**src/rtl/rv_mem_pkg.sv**
```systemverilog
// Shared definitions for the SPI memory arbiter: FSM encoding, port indices,
// field widths, the per-port request payload and a one-hot decode helper.
package rv_mem_pkg;

    typedef enum logic [1:0] {
        ST_IDLE = 2'd0,
        ST_BUSY = 2'd1,
        ST_GAP  = 2'd2
    } arb_state_e;

    localparam int unsigned NUM_PORTS   = 3;
    localparam int unsigned IDX_W       = 2;
    localparam int unsigned ADDR_W      = 32;
    localparam int unsigned DATA_W      = 32;
    localparam int unsigned NB_W        = 3;

    localparam int unsigned PORT_IFETCH = 0;
    localparam int unsigned PORT_DATA   = 1;
    localparam int unsigned PORT_DBG    = 2;

    localparam int unsigned DEFAULT_TIMEOUT_CYCLES = 512;

    // One request as presented to the SPI controller.
    typedef struct packed {
        logic              write;
        logic              is_data;
        logic [NB_W-1:0]   num_bytes;
        logic [ADDR_W-1:0] addr;
        logic [DATA_W-1:0] wdata;
    } mem_req_t;

    // Index of a 3-bit one-hot vector (bit1 of the index is port 2, bit0 is port 1).
    function automatic logic [IDX_W-1:0] onehot_to_idx(input logic [NUM_PORTS-1:0] oh);
        return {oh[2], oh[1]};
    endfunction

endpackage

```
**src/rtl/mem_arbiter_if.sv**
```systemverilog
// Requester-side and controller-side signals of the memory arbiter.
// slave  : the arbiter's view (requests and controller status in, grants and
//          controller request fields out).
// master : the environment's view (requesters plus controller).
interface mem_arbiter_if;
    import rv_mem_pkg::*;

    logic [NUM_PORTS-1:0]        req;
    logic [NUM_PORTS-1:0]        req_write;
    logic [NUM_PORTS-1:0]        req_is_data;
    logic [NUM_PORTS*NB_W-1:0]   req_num_bytes;
    logic [NUM_PORTS*ADDR_W-1:0] req_addr;
    logic [NUM_PORTS*DATA_W-1:0] req_wdata;
    logic [NUM_PORTS-1:0]        gnt;
    logic [NUM_PORTS-1:0]        done;
    logic [NUM_PORTS-1:0]        err;
    logic [DATA_W-1:0]           rdata;
    logic                        busy;
    logic                        mem_start;
    logic                        mem_write;
    logic                        mem_is_data;
    logic [NB_W-1:0]             mem_num_bytes;
    logic [ADDR_W-1:0]           mem_addr;
    logic [DATA_W-1:0]           mem_wdata;
    logic                        mem_done;
    logic [DATA_W-1:0]           mem_rdata;

    modport slave (
        input  req, req_write, req_is_data, req_num_bytes, req_addr, req_wdata,
        input  mem_done, mem_rdata,
        output gnt, done, err, rdata, busy,
        output mem_start, mem_write, mem_is_data, mem_num_bytes, mem_addr, mem_wdata
    );

    modport master (
        output req, req_write, req_is_data, req_num_bytes, req_addr, req_wdata,
        output mem_done, mem_rdata,
        input  gnt, done, err, rdata, busy,
        input  mem_start, mem_write, mem_is_data, mem_num_bytes, mem_addr, mem_wdata
    );

endinterface

```
**src/rtl/rr_priority_sel.sv**
```systemverilog
// Combinational 3-way round-robin picker.
// req    : pending request bits
// last   : index of the most recently served port; search starts at last+1
// winner : one-hot selected port (zero when nothing is requested)
// valid  : at least one request pending
module rr_priority_sel
    import rv_mem_pkg::*;
(
    input  logic [NUM_PORTS-1:0] req,
    input  logic [IDX_W-1:0]     last,
    output logic [NUM_PORTS-1:0] winner,
    output logic                 valid
);

    assign valid = |req;

    // Unused last=3 searches from port 0, same as last=2.
    always_comb begin
        winner = '0;
        case (last)
            2'd0:    winner = req[1] ? 3'b010 : req[2] ? 3'b100 : req[0] ? 3'b001 : 3'b000;
            2'd1:    winner = req[2] ? 3'b100 : req[0] ? 3'b001 : req[1] ? 3'b010 : 3'b000;
            default: winner = req[0] ? 3'b001 : req[1] ? 3'b010 : req[2] ? 3'b100 : 3'b000;
        endcase
    end

endmodule

```
**src/rtl/mem_arbiter.sv**
```systemverilog
// Round-robin arbiter/sequencer sharing one SPI mem_controller between the
// instruction-fetch, load/store and debug ports. Each grant issues one
// start/done transaction guarded by a saturating watchdog, followed by a
// single GAP cycle with mem_start low.
// clk, rst_n : clock, synchronous active-low reset
// bus        : requester and controller signals (mem_arbiter_if.slave)
module mem_arbiter
    import rv_mem_pkg::*;
#(
    parameter int unsigned TIMEOUT_CYCLES = DEFAULT_TIMEOUT_CYCLES,
    parameter int unsigned CNT_W          = 10
) (
    input  logic          clk,
    input  logic          rst_n,
    mem_arbiter_if.slave  bus
);

    localparam logic [CNT_W-1:0] WDOG_LAST = CNT_W'(TIMEOUT_CYCLES - 1);

    arb_state_e           state;
    logic [IDX_W-1:0]     last;
    logic [IDX_W-1:0]     cur;
    logic [CNT_W-1:0]     wdog;
    mem_req_t             req_q;
    logic [NUM_PORTS-1:0] win_oh;
    logic                 win_valid;
    logic [IDX_W-1:0]     win_idx;
    mem_req_t             port_req [NUM_PORTS];

    // Unpack the per-port request fields.
    for (genvar p = 0; p < NUM_PORTS; p++) begin : g_port
        assign port_req[p] = '{
            write:     bus.req_write[p],
            is_data:   bus.req_is_data[p],
            num_bytes: bus.req_num_bytes[p*NB_W +: NB_W],
            addr:      bus.req_addr[p*ADDR_W +: ADDR_W],
            wdata:     bus.req_wdata[p*DATA_W +: DATA_W]
        };
    end

    rr_priority_sel u_sel (
        .req    (bus.req),
        .last   (last),
        .winner (win_oh),
        .valid  (win_valid)
    );

    assign win_idx = onehot_to_idx(win_oh);

    assign bus.mem_write     = req_q.write;
    assign bus.mem_is_data   = req_q.is_data;
    assign bus.mem_num_bytes = req_q.num_bytes;
    assign bus.mem_addr      = req_q.addr;
    assign bus.mem_wdata     = req_q.wdata;

    // Arbitration / sequencing FSM; done and err are single-cycle pulses.
    always_ff @(posedge clk) begin
        if (!rst_n) begin
            state         <= ST_IDLE;
            last          <= IDX_W'(PORT_DBG);
            cur           <= '0;
            wdog          <= '0;
            req_q         <= '0;
            bus.gnt       <= '0;
            bus.done      <= '0;
            bus.err       <= '0;
            bus.rdata     <= '0;
            bus.busy      <= 1'b0;
            bus.mem_start <= 1'b0;
        end else begin
            bus.done <= '0;
            bus.err  <= '0;
            case (state)
                ST_IDLE: begin
                    if (win_valid) begin
                        req_q         <= port_req[win_idx];
                        cur           <= win_idx;
                        bus.gnt       <= win_oh;
                        bus.mem_start <= 1'b1;
                        bus.busy      <= 1'b1;
                        wdog          <= '0;
                        state         <= ST_BUSY;
                    end
                end
                ST_BUSY: begin
                    // Completion wins over a timeout expiring in the same cycle.
                    if (bus.mem_done) begin
                        bus.rdata     <= bus.mem_rdata;
                        bus.done      <= bus.gnt;
                        bus.gnt       <= '0;
                        bus.mem_start <= 1'b0;
                        last          <= cur;
                        state         <= ST_GAP;
                    end else if (wdog == WDOG_LAST) begin
                        bus.done      <= bus.gnt;
                        bus.err       <= bus.gnt;
                        bus.gnt       <= '0;
                        bus.mem_start <= 1'b0;
                        last          <= cur;
                        state         <= ST_GAP;
                    end else if (wdog != '1) begin
                        wdog <= wdog + CNT_W'(1);
                    end
                end
                ST_GAP: begin
                    bus.busy <= 1'b0;
                    state    <= ST_IDLE;
                end
                default: begin
                    state <= ST_IDLE;
                end
            endcase
        end
    end

endmodule
```
**src/flat_wrapper.sv**
```systemverilog
// flat-port wrapper written by rule: the top's interface ports become plain ports
module mem_arbiter_flat import rv_mem_pkg::*;
#(
    parameter int unsigned TIMEOUT_CYCLES = DEFAULT_TIMEOUT_CYCLES,
    parameter int unsigned CNT_W          = 10
)
  (clk, rst_n, bus_req, bus_req_write, bus_req_is_data, bus_req_num_bytes, bus_req_addr, bus_req_wdata, bus_mem_done, bus_mem_rdata, bus_gnt, bus_done, bus_err, bus_rdata, bus_busy, bus_mem_start, bus_mem_write, bus_mem_is_data, bus_mem_num_bytes, bus_mem_addr, bus_mem_wdata);
  mem_arbiter_if bus_i ();
  input  logic clk;
  input  logic rst_n;
  input wire logic [$bits(bus_i.req)-1:0] bus_req;
  input wire logic [$bits(bus_i.req_write)-1:0] bus_req_write;
  input wire logic [$bits(bus_i.req_is_data)-1:0] bus_req_is_data;
  input wire logic [$bits(bus_i.req_num_bytes)-1:0] bus_req_num_bytes;
  input wire logic [$bits(bus_i.req_addr)-1:0] bus_req_addr;
  input wire logic [$bits(bus_i.req_wdata)-1:0] bus_req_wdata;
  input wire logic [$bits(bus_i.mem_done)-1:0] bus_mem_done;
  input wire logic [$bits(bus_i.mem_rdata)-1:0] bus_mem_rdata;
  output wire logic [$bits(bus_i.gnt)-1:0] bus_gnt;
  output wire logic [$bits(bus_i.done)-1:0] bus_done;
  output wire logic [$bits(bus_i.err)-1:0] bus_err;
  output wire logic [$bits(bus_i.rdata)-1:0] bus_rdata;
  output wire logic [$bits(bus_i.busy)-1:0] bus_busy;
  output wire logic [$bits(bus_i.mem_start)-1:0] bus_mem_start;
  output wire logic [$bits(bus_i.mem_write)-1:0] bus_mem_write;
  output wire logic [$bits(bus_i.mem_is_data)-1:0] bus_mem_is_data;
  output wire logic [$bits(bus_i.mem_num_bytes)-1:0] bus_mem_num_bytes;
  output wire logic [$bits(bus_i.mem_addr)-1:0] bus_mem_addr;
  output wire logic [$bits(bus_i.mem_wdata)-1:0] bus_mem_wdata;
  assign bus_i.req = bus_req;
  assign bus_i.req_write = bus_req_write;
  assign bus_i.req_is_data = bus_req_is_data;
  assign bus_i.req_num_bytes = bus_req_num_bytes;
  assign bus_i.req_addr = bus_req_addr;
  assign bus_i.req_wdata = bus_req_wdata;
  assign bus_i.mem_done = bus_mem_done;
  assign bus_i.mem_rdata = bus_mem_rdata;
  assign bus_gnt = bus_i.gnt;
  assign bus_done = bus_i.done;
  assign bus_err = bus_i.err;
  assign bus_rdata = bus_i.rdata;
  assign bus_busy = bus_i.busy;
  assign bus_mem_start = bus_i.mem_start;
  assign bus_mem_write = bus_i.mem_write;
  assign bus_mem_is_data = bus_i.mem_is_data;
  assign bus_mem_num_bytes = bus_i.mem_num_bytes;
  assign bus_mem_addr = bus_i.mem_addr;
  assign bus_mem_wdata = bus_i.mem_wdata;
  mem_arbiter #(.TIMEOUT_CYCLES(TIMEOUT_CYCLES), .CNT_W(CNT_W)) u_core (.clk(clk), .rst_n(rst_n), .bus(bus_i));
endmodule
```
**config.mk**
```make
export PLATFORM = sky130hd
export DESIGN_NAME = mem_arbiter_flat
export DESIGN_NICKNAME = d
export VERILOG_FILES = /design/src/rtl/rv_mem_pkg.sv /design/src/rtl/mem_arbiter_if.sv /design/src/rtl/rr_priority_sel.sv /design/src/rtl/mem_arbiter.sv /design/src/flat_wrapper.sv
export SDC_FILE = /design/constraint.sdc
export NUM_CORES = 1
export LEC_CHECK = 0
export BUFFER_PORTS_ARGS = -buffer_cell sky130_fd_sc_hd__buf_4
export CORE_AREA = 2 2 162 148
export CTS_CLUSTER_SIZE = 30
export DETAILED_ROUTE_END_ITERATION = 10
export DIE_AREA = 0 0 164 150
export PLACE_DENSITY_LB_ADDON = 0.05
export SETUP_SLACK_MARGIN = 0.2
export SYNTH_ARGS = -nofsm -noshare
export SYNTH_HDL_FRONTEND = slang
export SYNTH_SLANG_ARGS = --single-unit
```
**constraint.sdc**
```tcl
create_clock -name clk -period 1.5 [get_ports clk]
set_input_delay 0.075 -clock clk [delete_from_list [all_inputs] [get_ports clk]]
set_output_delay 0.075 -clock clk [all_outputs]
set_load 0.005 [all_outputs]
```
After elaboration in Yosys (flattened, before gate mapping)
Cells that the tools add are included.
{"block": "totals", "ff_bits": 128, "inputBits": 245, "output_inout_bits": 112, "elab_cells": 80}
{"block": "classes", "addsub": 1, "order_cmp": 1, "n_eq_ne": 10, "mux": 35, "n_bitwise": 3, "reduce_logical": 15}
{"operator": "binary-select mux 69 bit (select 2 bit)", "count": 1}
{"operator": "2-to-1 mux 69 bit", "count": 2}
{"operator": "2-to-1 mux 10 bit", "count": 4}
{"operator": "2-to-1 mux 3 bit", "count": 11}
{"operator": "case mux 10 bit (2 select lines)", "count": 1}
{"operator": "2-to-1 mux 2 bit", "count": 7}
{"operator": "case mux 3 bit (2 select lines)", "count": 2}
{"operator": "AND reduction 2 bit", "count": 6}
{"operator": "adder 10 x 1 -> 10 bit, second input constant", "count": 1}
{"operator": "equality test 10 x 9 -> 1 bit, second input constant", "count": 1}
{"operator": "!= test 10 bit, second input constant", "count": 1}
{"operator": "!= test 2 bit, second input constant", "count": 3}
{"operator": "nonzero test 2 bit", "count": 3}
{"operator": "OR reduction 3 bit", "count": 2}
{"operator": "AND reduction 5 bit", "count": 1}
{"operator": "equality test 2 x 1 -> 1 bit, second input constant", "count": 2}
{"operator": "logical NOT 2 bit", "count": 2}
{"operator": "2-to-1 mux 1 bit", "count": 4}
{"operator": "case mux 1 bit (2 select lines)", "count": 2}
{"operator": "case mux 2 bit (2 select lines)", "count": 1}
{"operator": ">= comparator 3 bit, second input constant", "count": 1}
{"operator": "!= test 3 x 2 -> 1 bit, second input constant", "count": 1}
{"operator": "inverter 2 -> 3 bit", "count": 1}
{"operator": "AND reduction 3 bit", "count": 1}
{"operator": "other kinds (3)", "count": 4}

Logic depth before layout (Yosys ltp)
{"block": "depth", "ltp_word": 8, "mapped_depth": 8, "ltp_nobuf": 5}

By module
Synthesis repeated with hierarchy kept, for this count alone.
{"block": "unflattened", "cells_unflattened": 743, "area_unflattened_um2": 6080.8}
{"mod": "mem_arbiter", "instances": 1, "cells_each": 733, "area_each_um2": 6015.8, "seq_area_each_um2": 2562.5}
{"mod": "rr_priority_sel", "instances": 1, "cells_each": 10, "area_each_um2": 65.1, "seq_area_each_um2": 0.0}

Least setup slack after synthesis
No wires, ideal clock.
{"block": "synth_path", "path_kind": "register to register", "from": "register u_core.wdog[0]", "to": "register u_core.last[1]", "setup_time_ps": 127, "arrival_time_ps": 1433, "required_time_ps": 1373, "path_slack_ps": -60, "path_stages_with_launch": 7, "path_buffers": 1, "period_less_slack_ps": 1560, "path_cell_list": "dfxtp_1 > ha_1 > nand4_1 > o31ai_1 > buf_2 > mux2i_1 > nand2_1"}
{"block": "synth_via", "elab_chain_len": 3}
{"item": "start: declaration", "line": "mem_arbiter.sv:23", "rtl": "logic [CNT_W-1:0] wdog;"}
{"item": "start signal: assignment", "line": "mem_arbiter.sv:102", "rtl": "wdog <= wdog + CNT_W'(1);"}
{"item": "equality test 10 x 9 -> 1 bit", "line": "mem_arbiter.sv:94", "rtl": "end else if (wdog == WDOG_LAST) begin"}
{"item": "nonzero test 2 bit (no line)"}
{"item": "AND reduction 2 bit (no line)"}
{"item": "end signal: assignment", "line": "mem_arbiter.sv:60", "rtl": "last <= IDX_W'(PORT_DBG);"}
{"item": "end signal: assignment", "line": "mem_arbiter.sv:92", "rtl": "last <= cur;"}
{"item": "end signal: assignment", "line": "mem_arbiter.sv:99", "rtl": "last <= cur;"}
{"item": "end: declaration", "line": "mem_arbiter.sv:21", "rtl": "logic [IDX_W-1:0] last;"}
Every way passes these cells.
A chain may end at the register's enable or synchronous reset.

Worst setup path in the final report
{"block": "layout_path", "from": "register u_core.last[1]", "to": "register u_core.req_q, in the netlist u_core.bus.mem_wdata[28]"}
{"block": "layout_via", "elab_chain_len": 6, "elab_cells_between_ends": 7, "cone_classes": "eq/ne (1); mux (4); bitwise (1); reduce/logical (1)"}
{"item": "equality test 2 x 1 -> 1 bit or logical NOT 2 bit (tied branches)", "line": "rr_priority_sel.sv:20", "rtl": "case (last)"}
{"item": "case mux 3 bit (2 select lines) *", "line": "rr_priority_sel.sv:20"}
{"item": "inverter 2 -> 3 bit (implied by the code) *", "line": "mem_arbiter.sv:76", "rtl": "req_q <= port_req[win_idx];"}
{"item": "binary-select mux 69 bit (select 2 bit) *", "line": "mem_arbiter.sv:76"}
{"item": "2-to-1 mux 69 bit (implied by the code) * (2 in series)", "line": "mem_arbiter.sv:76"}
{"item": "end signal: assignment", "line": "mem_arbiter.sv:76"}
{"item": "end: declaration", "line": "mem_arbiter.sv:24", "rtl": "mem_req_t req_q;"}
Every way passes the cells marked *; elsewhere a longest branch is shown, timed or not. The select of a mux whose other input is x is not followed.

==> impl_metrics.tcl <==
set metrics [dict create \
    cp_max_fo 5 \
    max_freq_mhz 635 \
    ys_async_sr_fraction_pct 0 \
    maxSlewHeadroom_pct 70.2 \
    holdCritPathClass "input port to flop" \
    avgSynthCellArea_um2 9.51 \
    worst-setup-path-type "flop to flop" \
    power_leakage_nw 5.97 \
    synth-edff-count 0 \
    synth_top_cell_by_area "dfxtp_1" \
    netlist_instances 593 \
    firstDrtPassIters 4 \
    gp_congestion 0.783 \
    synth_area_leaders "dfxtp_1 45%, mux2i_1 12%, a32oi_1 11%" \
    clockBufferDepth 2 \
    pre_cts_ws_ns -0.0294 \
    synth_nets 839 \
    setup_ws_ns -0.0742 \
    final_cells 1572 \
    dpl.cell_count 1264 \
    cts_buffers 17 \
    die_w_um 164 \
    grt_pass1_vias 7472 \
    pin_count 357 \
    post-route-drc-count 0 \
    clk_pin_slew_worst_paths_ns 0.06 \
    synth_top_area_share_pct 45.4 \
    ir_worst_vdd_v 0.000576 \
    fin_worst_skew_ns 0.0187 \
    synth_seq_cells 128 \
    via_per_inst 4.72 \
    worstSetupEndpointType "flop" \
    yosysUniqueCellTypes 47 \
    min_from "rst_n" \
    timing.rr.start "u_core.last[1]$_SDFFE_PN1P_" \
    tightest_slew_ns 0.447 \
    ys_warn_count 0 \
    fp.dieH_um 150 \
    startpoint "u_core.last[1]$_SDFFE_PN1P_" \
    post_drt_wl_per_cell_um 18.0 \
    cts_tree "yes" \
    period_needed_ns 1.57 \
    status "complete, but fails checks" \
    grt-ovfl-total 0 \
    clock-sinks 128 \
    required_ns 1.81 \
    antenna_left 0 \
    start_util_pct 24.5 \
    port_buffers 356 \
    grt_pass1_wl_um 39800 \
    hold_viol 0 \
    antenna_found_initial 0 \
    drive_above_1_share_pct 43.1 \
    cts_root_buf "clkbuf_16" \
    clk_latency_ns 0.43 \
    grt_max_degree 51 \
    final_nets 1503 \
    diodes 0 \
    seq_area_frac_synth_pct 45.4 \
    cp-start-kind "flop" \
    cts_max_level 4 \
    finalWirelength_um 28200 \
    hpwl_um 17100 \
    via_count 7418 \
    drtIter0Drc 326 \
    ys.flop_type "dfxtp_1" \
    track_usage_pct 20.8 \
    cellPowerDensity_nw_per_um2 858 \
    areaGrowthSynthToFinish_pct 134 \
    post-synth-top-count-cell "dfxtp_1" \
    violations "setup timing" \
    ys_top_cells_by_count "128 x dfxtp_1, 78 x nand2_1, 72 x o21ai_1" \
    synth_area_um2 5640 \
    fp.coreArea_um2 23000 \
    core.rowCount 53 \
    p_total_mw 11.3 \
    max_cap_viol_count 0 \
    dieArea_um2 24600 \
    setup_viol 34 \
    slew_violations 0 \
    crit_arrival_ns 1.88 \
    rsz0062_at_grt "true" \
    final.period_utilization_pct 105 \
    fillers 1972 \
]
[flip-flops by register name, indices dropped and copies added, names as in the netlist, 2 cells and up]
signal,flops
u_core.bus.gnt,3
u_core.bus.mem_wdata,32
u_core.state,2
u_core.bus.rdata,32
u_core.last,2
u_core.wdog,10
u_core.bus.err,3
u_core.bus.mem_num_bytes,3
u_core.bus.done,3
u_core.cur,2
u_core.bus.mem_addr,32
[critical path, cell delays in order (launching register included)]
cell and delay, ns:
dfxtp_1 0.33, nand2b_4 0.16, a31oi_4 0.18, buf_6 0.14, buf_6 0.10, clkbuf_16 0.14, buf_12 0.12, mux2i_1 0.22
o21ai_1 0.07
[per-stage QoR]
stage                     TNS (ns)  area [um2]  util, %  hold WS [ns]
after floorplan            -0.0619        5760        -         0.210
after global placement     -0.0531        9220     40.1         0.318
after detailed placement   -0.0498        9220     40.1         0.321
after CTS                   -0.222       12600     54.7        0.0118
after global routing         -5.34       13200     57.3        0.0381
final                       -0.982       13200     57.3        0.0377
[placed cells by master (no fill, tap or decap), types with 3 or more instances in the layout]
cell type      synthesis  final
a32oi_1               68     64
inv_8                  0      3
nand2b_4               0      3
and3_1                 6      4
clkbuf_16              0     26
a32oi_2                0      4
nand2_4                0      3
nor2_1                 6      5
mux2i_4                0      3
dlygate4sd3_1          0    240
buf_16                 0      5
o21ai_1               72     75
inv_1                  3      3
buf_12                 0     19
mux2i_2                0      6
nand3b_1               3      3
inv_6                  0      5
mux2i_1               70     61
dfxtp_2                0      6
a21boi_0               3      3
a21boi_1              35     35
dfxtp_1              128    121
nand2_1               78     75
and4_1                 4      4
clkinvlp_4             0      4
a31oi_1                5      4
buf_6                  2     21
nand3_1                5      4
buf_4                  1    400
buf_8                  0      3
[logic make-up after synthesis]
kind of cell	Yosys count	synth area share, %
buffers and inverters	57	4.79
DFF	128	45.4
adders and majority gates	1	0.222
and+or+nand+nor	129	11.5
muxes	70	12.4
AOI/OAI and AO/OA	208	25.6
[cell type report]
class	instances	area, um2	area share, %
clock inverters	15	151	1.15
multi-input cells	408	3150	23.9
clock buffers	17	425	3.23
repair buffers	699	6490	49.3
inverters	3	11.3	0.0854
flip-flops and latches	128	2570	19.5
well taps	302	378	2.87
[path summary, 6_finish.rpt]
path	to	cells past startpoint	slack (ns)
setup / recovery	u_core.bus.mem_wdata[28]$_SDFFE_PN0P_	8	-0.07
hold / removal	u_core.bus.mem_wdata[3]$_SDFFE_PN0P_	3	0.04
hold reg to reg	u_core.bus.rdata[25]$_SDFFE_PN0P_	2	0.45
setup reg to reg	u_core.bus.mem_wdata[28]$_SDFFE_PN0P_	8	-0.07
[where the power goes]
part	total [mW]	switching (mW)	leakage [nW]	internal [mW]
Clock	4.17	1.83	0.273	2.34
Combinational	3.27	1.26	4.64	2.02
Sequential	3.87	0.179	1.05	3.70
[per-layer routing]
layer / track usage, % / wire length [um]
met1: 24.4 / 11800
met2: 36.7 / 14200
met3: 5.46 / 1820
met4: 7.02 / 469
met5: 0 / 0
[repair_timing]
item                       4_1_cts  5_1_grt
hold buffers                   240        0
gates cloned                     5       11
setup endpoints to repair       93      116
resized for setup               35       57
hold endpoints to repair       103        0
setup buffers                    8       12
pin swaps                       12       21
(Power assumes the default switching activity.)
